--- src/rtl/persiana_pkg.sv ---
// Shared types and defaults for the blind actuator model and the FSM_Persianas benches.
// Holds state codes, direction constants and the default position geometry.
package persiana_pkg;

    typedef enum logic [2:0] {
        PARADO   = 3'd0,
        SUBIENDO = 3'd1,
        BAJANDO  = 3'd2,
        PAUSA    = 3'd3,
        FALLA    = 3'd4
    } estado_t;

    localparam logic SUBE = 1'b1;
    localparam logic BAJA = 1'b0;

    localparam int POS_MAX_DEF  = 200;
    localparam int POS_MED_DEF  = 100;
    localparam int SENS_WIN_DEF = 2;

    // True when p lies within centro +/- semi (inclusive).
    function automatic logic en_ventana(input logic [7:0] p, input int centro, input int semi);
        return (int'(p) >= centro - semi) && (int'(p) <= centro + semi);
    endfunction

endpackage

--- src/rtl/persiana_prescaler.sv ---
// Free-running divider: one-cycle tick every PRESC_DIV clocks.
// Counts 0..PRESC_DIV-1 and raises tick on the last count.
module persiana_prescaler #(
    parameter int PRESC_DIV = 1_000_000
) (
    input  logic clk,
    input  logic reseteo,
    output logic tick
);

    localparam int CW = $clog2(PRESC_DIV);

    logic [CW-1:0] cuenta;

    assign tick = (cuenta == CW'(PRESC_DIV - 1));

    always_ff @(posedge clk or posedge reseteo) begin
        if (reseteo) begin
            cuenta <= '0;
        end else if (tick) begin
            cuenta <= '0;
        end else begin
            cuenta <= cuenta + CW'(1);
        end
    end

endmodule

--- src/rtl/persiana_actuador_modelo.sv ---
// Plant model of the blind: integrates position from subir/bajar motor commands
// and produces the Ssup/Smed/Sinf sensors read back by the blind controller.
module persiana_actuador_modelo
    import persiana_pkg::*;
#(
    parameter int PRESC_DIV  = 1_000_000,
    parameter int POS_MAX    = POS_MAX_DEF,
    parameter int POS_MED    = POS_MED_DEF,
    parameter int SENS_WIN   = SENS_WIN_DEF,
    parameter int POS_INI    = 0,
    parameter int DEAD_TICKS = 5
) (
    input  logic       clk,
    input  logic       reseteo,
    input  logic       subir,
    input  logic       bajar,
    output logic       Ssup,
    output logic       Smed,
    output logic       Sinf,
    output logic [7:0] pos,
    output logic       moviendo,
    output logic       falla,
    output logic [2:0] estado
);

    localparam logic [7:0] TOPE = 8'(POS_MAX);
    localparam int         DW   = $clog2(DEAD_TICKS + 1);
    localparam logic [DW-1:0] MUERTO_FIN = DW'(DEAD_TICKS);

    logic          sub_m, baj_m, s_sub, s_baj;
    logic          tick;
    estado_t       est_q, est_d;
    logic [7:0]    pos_q, pos_d;
    logic [DW-1:0] muerto_q, muerto_d, muerto_inc;
    logic          dir_q, dir_d;

    persiana_prescaler #(.PRESC_DIV(PRESC_DIV)) u_presc (
        .clk     (clk),
        .reseteo (reseteo),
        .tick    (tick)
    );

    // Two-flop synchronisers for the asynchronous motor commands.
    always_ff @(posedge clk or posedge reseteo) begin
        if (reseteo) begin
            sub_m <= 1'b0;
            s_sub <= 1'b0;
            baj_m <= 1'b0;
            s_baj <= 1'b0;
        end else begin
            // NOTE: non-blocking so each stage samples the previous stage's pre-edge value.
            sub_m <= subir;
            s_sub <= sub_m;
            baj_m <= bajar;
            s_baj <= baj_m;
        end
    end

    always_ff @(posedge clk or posedge reseteo) begin
        if (reseteo) begin
            est_q    <= PARADO;
            pos_q    <= 8'(POS_INI);
            muerto_q <= '0;
            dir_q    <= BAJA;
        end else begin
            est_q    <= est_d;
            pos_q    <= pos_d;
            muerto_q <= muerto_d;
            dir_q    <= dir_d;
        end
    end

    assign muerto_inc = muerto_q + DW'(1);

    // Branch order encodes priority: fault > end-stop > release > reversal > step.
    always_comb begin
        // NOTE: every variable gets a default first so no path can infer a latch.
        est_d    = est_q;
        pos_d    = pos_q;
        muerto_d = muerto_q;
        dir_d    = dir_q;
        case (est_q)
            PARADO: begin
                if (s_sub && s_baj)                est_d = FALLA;
                else if (s_sub && pos_q != TOPE)   est_d = SUBIENDO;
                else if (s_baj && pos_q != 8'd0)   est_d = BAJANDO;
            end
            SUBIENDO: begin
                if (s_sub && s_baj) begin
                    est_d = FALLA;
                end else if (tick && pos_q >= TOPE - 8'd1) begin
                    pos_d = TOPE;
                    est_d = PARADO;
                end else if (!s_sub && !s_baj) begin
                    est_d = PARADO;
                end else if (s_baj) begin
                    est_d    = PAUSA;
                    dir_d    = BAJA;
                    muerto_d = '0;
                end else if (tick) begin
                    pos_d = pos_q + 8'd1;
                end
            end
            BAJANDO: begin
                if (s_sub && s_baj) begin
                    est_d = FALLA;
                end else if (tick && pos_q <= 8'd1) begin
                    pos_d = 8'd0;
                    est_d = PARADO;
                end else if (!s_sub && !s_baj) begin
                    est_d = PARADO;
                end else if (s_sub) begin
                    est_d    = PAUSA;
                    dir_d    = SUBE;
                    muerto_d = '0;
                end else if (tick) begin
                    pos_d = pos_q - 8'd1;
                end
            end
            PAUSA: begin
                if (s_sub && s_baj) begin
                    est_d = FALLA;
                end else if (!s_sub && !s_baj) begin
                    est_d = PARADO;
                end else if (tick) begin
                    muerto_d = muerto_inc;
                    if (muerto_inc == MUERTO_FIN) begin
                        if (dir_q == SUBE && s_sub && pos_q != TOPE)       est_d = SUBIENDO;
                        else if (dir_q == BAJA && s_baj && pos_q != 8'd0)  est_d = BAJANDO;
                        else                                               est_d = PARADO;
                    end
                end
            end
            FALLA: begin
                if (!s_sub && !s_baj) est_d = PARADO;
            end
            default: est_d = PARADO;
        endcase
    end

    assign pos      = pos_q;
    assign estado   = est_q;
    assign moviendo = (est_q == SUBIENDO) || (est_q == BAJANDO);
    assign falla    = (est_q == FALLA);
    assign Ssup     = (pos_q == TOPE);
    assign Sinf     = (pos_q == 8'd0);
    assign Smed     = en_ventana(pos_q, POS_MED, SENS_WIN);

endmodule
--- config.mk ---
export PLATFORM = sky130hd
export DESIGN_NAME = persiana_actuador_modelo
export DESIGN_NICKNAME = d
export VERILOG_FILES = /design/src/rtl/persiana_pkg.sv /design/src/rtl/persiana_prescaler.sv /design/src/rtl/persiana_actuador_modelo.sv
export SDC_FILE = /design/constraint.sdc
export NUM_CORES = 1
export LEC_CHECK = 0
export ABC_AREA = 1
export BUFFER_PORTS_ARGS = -buffer_cell sky130_fd_sc_hd__buf_2
export CORE_MARGIN = 3
export CORE_UTILIZATION = 55
export CTS_CLUSTER_DIAMETER = 100
export CTS_CLUSTER_SIZE = 20
export DETAILED_ROUTE_END_ITERATION = 8
export GPL_TIMING_DRIVEN = 0
export PLACE_DENSITY = 0.72
export SLEW_MARGIN = 20
export SYNTH_ARGS = -nofsm -noshare
export SYNTH_HDL_FRONTEND = slang
export SYNTH_HIERARCHICAL = 1
export SYNTH_SLANG_ARGS = --single-unit
--- constraint.sdc ---
create_clock -name clk -period 2.8 [get_ports clk]
set_clock_uncertainty 0.05 [all_clocks]
set_input_delay 0.28 -clock clk [delete_from_list [all_inputs] [get_ports clk]]
set_output_delay 0.28 -clock clk [all_outputs]
set_load 0.05 [all_outputs]
Yosys cells after proc, flatten, opt, wreduce, memory -nomap -nowiden:

Index checks and enable logic that the tools add are counted.

* RAM bits: 0
* input port bits: 4
* bits in registers: 39
* word-level logic and storage cells: 124
* ROM bits: 0
* memories: 0
* latch bits: 0

* reduce and logical (&&, ||, !) cells: 23
* order comparisons: 4
* shift operators: 0
* mux-type cells: 52
* bitwise gates (word level): 1
* divide/modulo/power cells: 0
* equal/unequal tests: 31
* multiply operators: 0
* $add $sub $neg: 4

Operators with widths (number)
* 3-bit 2-to-1 mux: 27
* 8-bit 2-to-1 mux: 10
* 2-bit != test (second input constant): 11
* 20-bit by 1-bit adder with 20-bit output (second input constant): 1
* 20-bit equality test (second input constant): 1
* 20-bit 2-to-1 mux: 1
* 3-bit != test (second input constant): 6
* 9-bit AND reduction: 2
* 8-bit one-hot mux with 2 select lines: 1
* 3-bit one-hot mux with 5 select lines: 1
* 4-bit != test (second input constant): 3
* 12-bit AND reduction: 1
* 1-bit logical AND: 11
* 5-bit != test (second input constant): 2
* 3-bit one-hot mux with 3 select lines: 1
* 8-bit by 1-bit adder with 8-bit output (second input constant): 1
* 8-bit equality test (second input constant): 1
* 8-bit by 7-bit >= comparator with 1-bit output (second input constant): 1
* 8-bit >= comparator (second input constant): 1
* 8-bit by 1-bit less-or-equal comparator with 1-bit output (second input constant): 1
* 8-bit by 7-bit less-or-equal comparator with 1-bit output (second input constant): 1
* 8-bit zero test: 1
* 1-bit 2-to-1 mux: 8
* 8-bit != test (second input constant): 1
* 16 further kinds: 20

Logic depth before layout (Yosys ltp):

* word-level depth: 10
* depth in mapped cells: 15
* gate-level depth less buffers: 15

Modules after synthesis:

The synthesis kept the hierarchy.

Modules (own cells, without submodules)
* persiana_actuador_modelo: area an instance 1729.2 um2, times used 1, cells an instance 269, sequential area each 475.5 um2
* persiana_prescaler: area an instance 1198.6 um2, times used 1, cells an instance 158, sequential area each 500.5 um2

Worst setup path after synthesis:

Ideal clock, no wire load.

* kind: flip-flop to output port
* start point: register pos_q[0], in the netlist pos[0]
* end point: output port Smed
* cell stages (with the launch flop): 5
* path buffers: 0
* path slack: 0.358 ns
* required time: 2.470 ns
* arrival time: 2.112 ns
* path through: dfrtp_1 inv_1 ha_1 nor3_1 nor3_1

* cells in the longest elaborated chain, start to end: 2
* elaborated cells between the ends (all ways): 3
* classes of those cells: order compare (2); reduce/logical (1)

Ends and longest elaborated chain
* start: declaration: RTL line persiana_actuador_modelo.sv:33 `logic [7:0] pos_q, pos_d;`
* start signal: assignment: RTL line persiana_actuador_modelo.sv:62 `pos_q <= 8'(POS_INI);`
* start signal: assignment: RTL line persiana_actuador_modelo.sv:67 `pos_q <= pos_d;`
* 8-bit by 7-bit >= comparator with 1-bit output / 8-bit by 7-bit less-or-equal comparator with 1-bit output (equally long branches): RTL line persiana_pkg.sv:22 `return (int'(p) >= centro - semi) && (int'(p) <= centro + semi);`
* 1-bit logical AND (*): RTL line persiana_pkg.sv:22
* end: declaration: RTL line persiana_actuador_modelo.sv:18 `output logic Smed,`

Mark *: on every way between the ends. The rest lies on a longest branch, timed or not.

Worst setup path after layout:

* start point: register u_presc.cuenta[0]
* end point: register pos_q[4], in the netlist pos[4]

* cells in the longest elaborated chain, start to end: 5
* elaborated cells between the ends (all ways): 15
* classes of those cells: eq/ne (7); mux (5); reduce/logical (3)

Ends and longest elaborated chain
* start: declaration: RTL line persiana_prescaler.sv:13 `logic [CW-1:0] cuenta;`
* start signal: assignment: RTL line persiana_prescaler.sv:23 `cuenta <= cuenta + CW'(1);`
* 20-bit equality test (*): RTL line persiana_prescaler.sv:15 `assign tick = (cuenta == CW'(PRESC_DIV - 1));`
* named net tick: RTL line persiana_actuador_modelo.sv:31 `logic tick;`
* 1-bit logical AND, on equally long branches: RTL line persiana_actuador_modelo.sv:107, persiana_actuador_modelo.sv:91
* 8-bit 2-to-1 mux, on equally long branches: RTL line persiana_actuador_modelo.sv:107, persiana_actuador_modelo.sv:91
* 8-bit 2-to-1 mux, on equally long branches: RTL line persiana_actuador_modelo.sv:105, persiana_actuador_modelo.sv:89
* 8-bit one-hot mux with 2 select lines: RTL line persiana_actuador_modelo.sv:82 `case (est_q)`

The timed path passes the listed nets; every way through them passes the cells marked *. The select of a mux whose other input is x is not followed.
A chain may end at the register's enable or synchronous reset.

==> flow_summary.ini <==
[synthesis]
synth_ff_type = dfrtp_1
yosysWarningCount = 6
syn_inst = 427
synth-async-reset-ratio_pct = 100
syn_area_um2 = 2930
ys_seq_area_share_pct = 33.3
synth_area_leader_cell = dfrtp_1
synth_edf_count = 0
synth_top_area_share_pct = 33.3
synth-seq-cells = 39
synthTopCellsByArea = dfrtp_1 33%, nand2_1 15%, nor2_1 7.9%
avgSynthCellArea_um2 = 6.86
ys_types = 29
syn_nets = 441

[final_layout]
layout-drive-gt1-share_pct = 15.9
final_area_um2 = 3190
fin_util_pct = 64.6
fillers = 456
diodes = 0
seqCellArea_um2 = 976
multi_input_area_um2 = 1690
final_nets = 467
area_growth_pct = 9.10

[setup_path]
cp-endpoint = pos[4]
crit_required_ps = 2940
worstSetupPathType = flop to flop
worst_setup_path_start_kind = flop
arrival_ps = 2610
critPathCaptureType = flop
rrSetupSlack_ps = 330
startpoint = u_presc/cuenta[0]
r2r_start = u_presc/cuenta[0]
rr_endpoint = pos[4]
reg2reg_depth = 14
cp_max_fo = 10

[placement]
portBuffers = 19
gp_congestion = 0.939
dp_hpwl_mm = 4.86
place_area_um2 = 3110

[grt]
grt_max_degree = 21
grt_usage_pct = 22.9
grt_pass1_wl_mm = 11.4
grt_antenna_before_repair = 0
overflow = 0
first_global_vias = 2521

[die]
start_util_pct = 59.2
dieArea_um2 = 6230
die_w_um = 79.0
fp.dieH_um = 79.0
num_io_pins = 20
row_count = 25
core_um2 = 4940

[pwr]
p_leak_nw = 1.72
powerDensity_nw_per_um2 = 544
vdd_drop_max_uv = 575

[clocking]
clk_pin_slew_ps = 70
post_cts.repair.setup_buffers = 0
cts_tree = built
cts_max_path_buffers = 2
cts_made_buffers = 5
clock-sinks = 39
clk_latency_ps = 290
cts_htree_levels = 2
hold_buffers = 0
post_cts_resized = 0
cts_root_buf = clkbuf_8

[detailed_routing]
ant_nets = 0
wl_mm = 6.38
firstDrtPassIters = 4
first_iter_violations = 96
avgViaCountPerCell = 5.10
num_vias = 2650
remaining_drc_errors = 0
wire_per_inst_um = 12.3

[timing]
slew_headroom_pct = 48.3
rsz0062_at_grt = false
drv_slew = 0
hold_violations = 0
worstMarginPinSlew_ps = 775
tns_ps = 0
fin_crit_ps = 2470
maxClockFrequency_ghz = 0.404
period_share_pct = 88.3
setup-violations-final = 0

[run_status]
outcome = complete, no violations

[run]
maxCapViolations = 0

[worst_hold_path]
hold_class = primary input to flop
[cell usage in the layout, fill, tap and decap left out, types with 3 or more instances in the layout]
cell / n
nand3_2: 7
o21ai_1: 5
nor2_4: 7
nor2_1: 62
inv_2: 5
nor3_1: 6
nand4_1: 11
buf_2: 20
xor2_1: 14
nand3_1: 39
o21ai_0: 11
a21oi_1: 4
nand2_4: 3
nand2_2: 8
nand2_1: 118
dfrtp_1: 39
inv_1: 55
ha_1: 10
clkbuf_8: 6
nor2_2: 10
[area by class of cell]
cell class	count	share of cell area, %
clock inverter	1	0.157
sequential	39	30.6
buffer	4	0.979
clock buffer	6	2.59
timing repair buffer	19	2.98
tap	67	2.62
inverter	61	7.17
multi-input combinational	323	53.0
[per-stage QoR]
| step | setup WS, ps | hold slack (ps) | power (W) | instances |
|---|---|---|---|---|
| finish | 326 | 38.1 | 0.00174 | 520 |
| detailed placement | 334 | 287 | 0.00136 | 513 |
| global route | 81.9 | 20.6 | 0.00187 | 520 |
| floorplan | 358 | 181 | 0.00121 | 427 |
| CTS | 309 | 25.2 | 0.00176 | 520 |
| global placement | 356 | 283 | 0.00135 | 513 |
[Yosys cell counts, types with 2 or more instances]
cell type	instances
o21ai_0	11
nor2_4	7
nor2_2	10
nand2_2	8
buf_4	2
xnor2_1	2
o21ai_1	5
dfrtp_1	39
ha_1	10
nand3_1	39
nor2_1	62
nor3_1	6
a21oi_1	4
inv_2	5
inv_1	55
nand2_4	3
nand3_2	7
xor2_1	14
nand4_1	11
nand2_1	118
[logic make-up after synthesis]
family / Yosys count / synth area share (%)
AOI/OAI and AO/OA: 22 / 3.97
xor gates and xnor gates: 16 / 4.79
adders and majority gates: 10 / 4.27
buffers and inverters: 65 / 8.89
DFF: 39 / 33.3
and+or+nand+nor: 275 / 44.7
[how the worst min path moves through the flow]
stage	from	cells past startpoint	endpoint	slack, ps
floorplan	reseteo	1	baj_m	180
global placement	baj_m	0	s_baj	280
detailed placement	sub_m	0	s_sub	290
CTS	bajar	1	baj_m	30
global route	subir	1	sub_m	20
finish	bajar	1	baj_m	40
[flip-flops by register name, summed over array words and instances, names as in the netlist]
signal,count
baj_m,1
dir_q,1
estado,3
muerto_q,3
pos,8
s_baj,1
s_sub,1
sub_m,1
u_presc/cuenta,20
[per-layer routing]
layer  share of wire (%)  GRT usage (%)  wire length (um)  vias up
met5                   0              0                 0        -
met4                 2.1           8.59               132        0
met3                 4.1           4.20               261       12
met2                  48           39.4              3090       52
met1                  45           28.4              2890     1199
li1                    -              -                 -     1387
[report_power, final]
group / internal, W / switching, W
registers: 0.000602 / 0.0000447
clock network: 0.000193 / 0.000192
logic: 0.000192 / 0.000513
[critical path, cell delays in order, from the launching register on]
cell and delay, ps:
dfrtp_1 400, ha_1 270, nand3_2 150, nor2_4 150, nand3b_2 160, inv_2 220, inv_1 60, nor2_1 130
nand3_2 120, nand2_1 130, nor2_2 80, nor2_8 170, nand2_4 120, nand2_1 80, nand2_1 50
No activity file was read; power rests on OpenSTA's default activity.
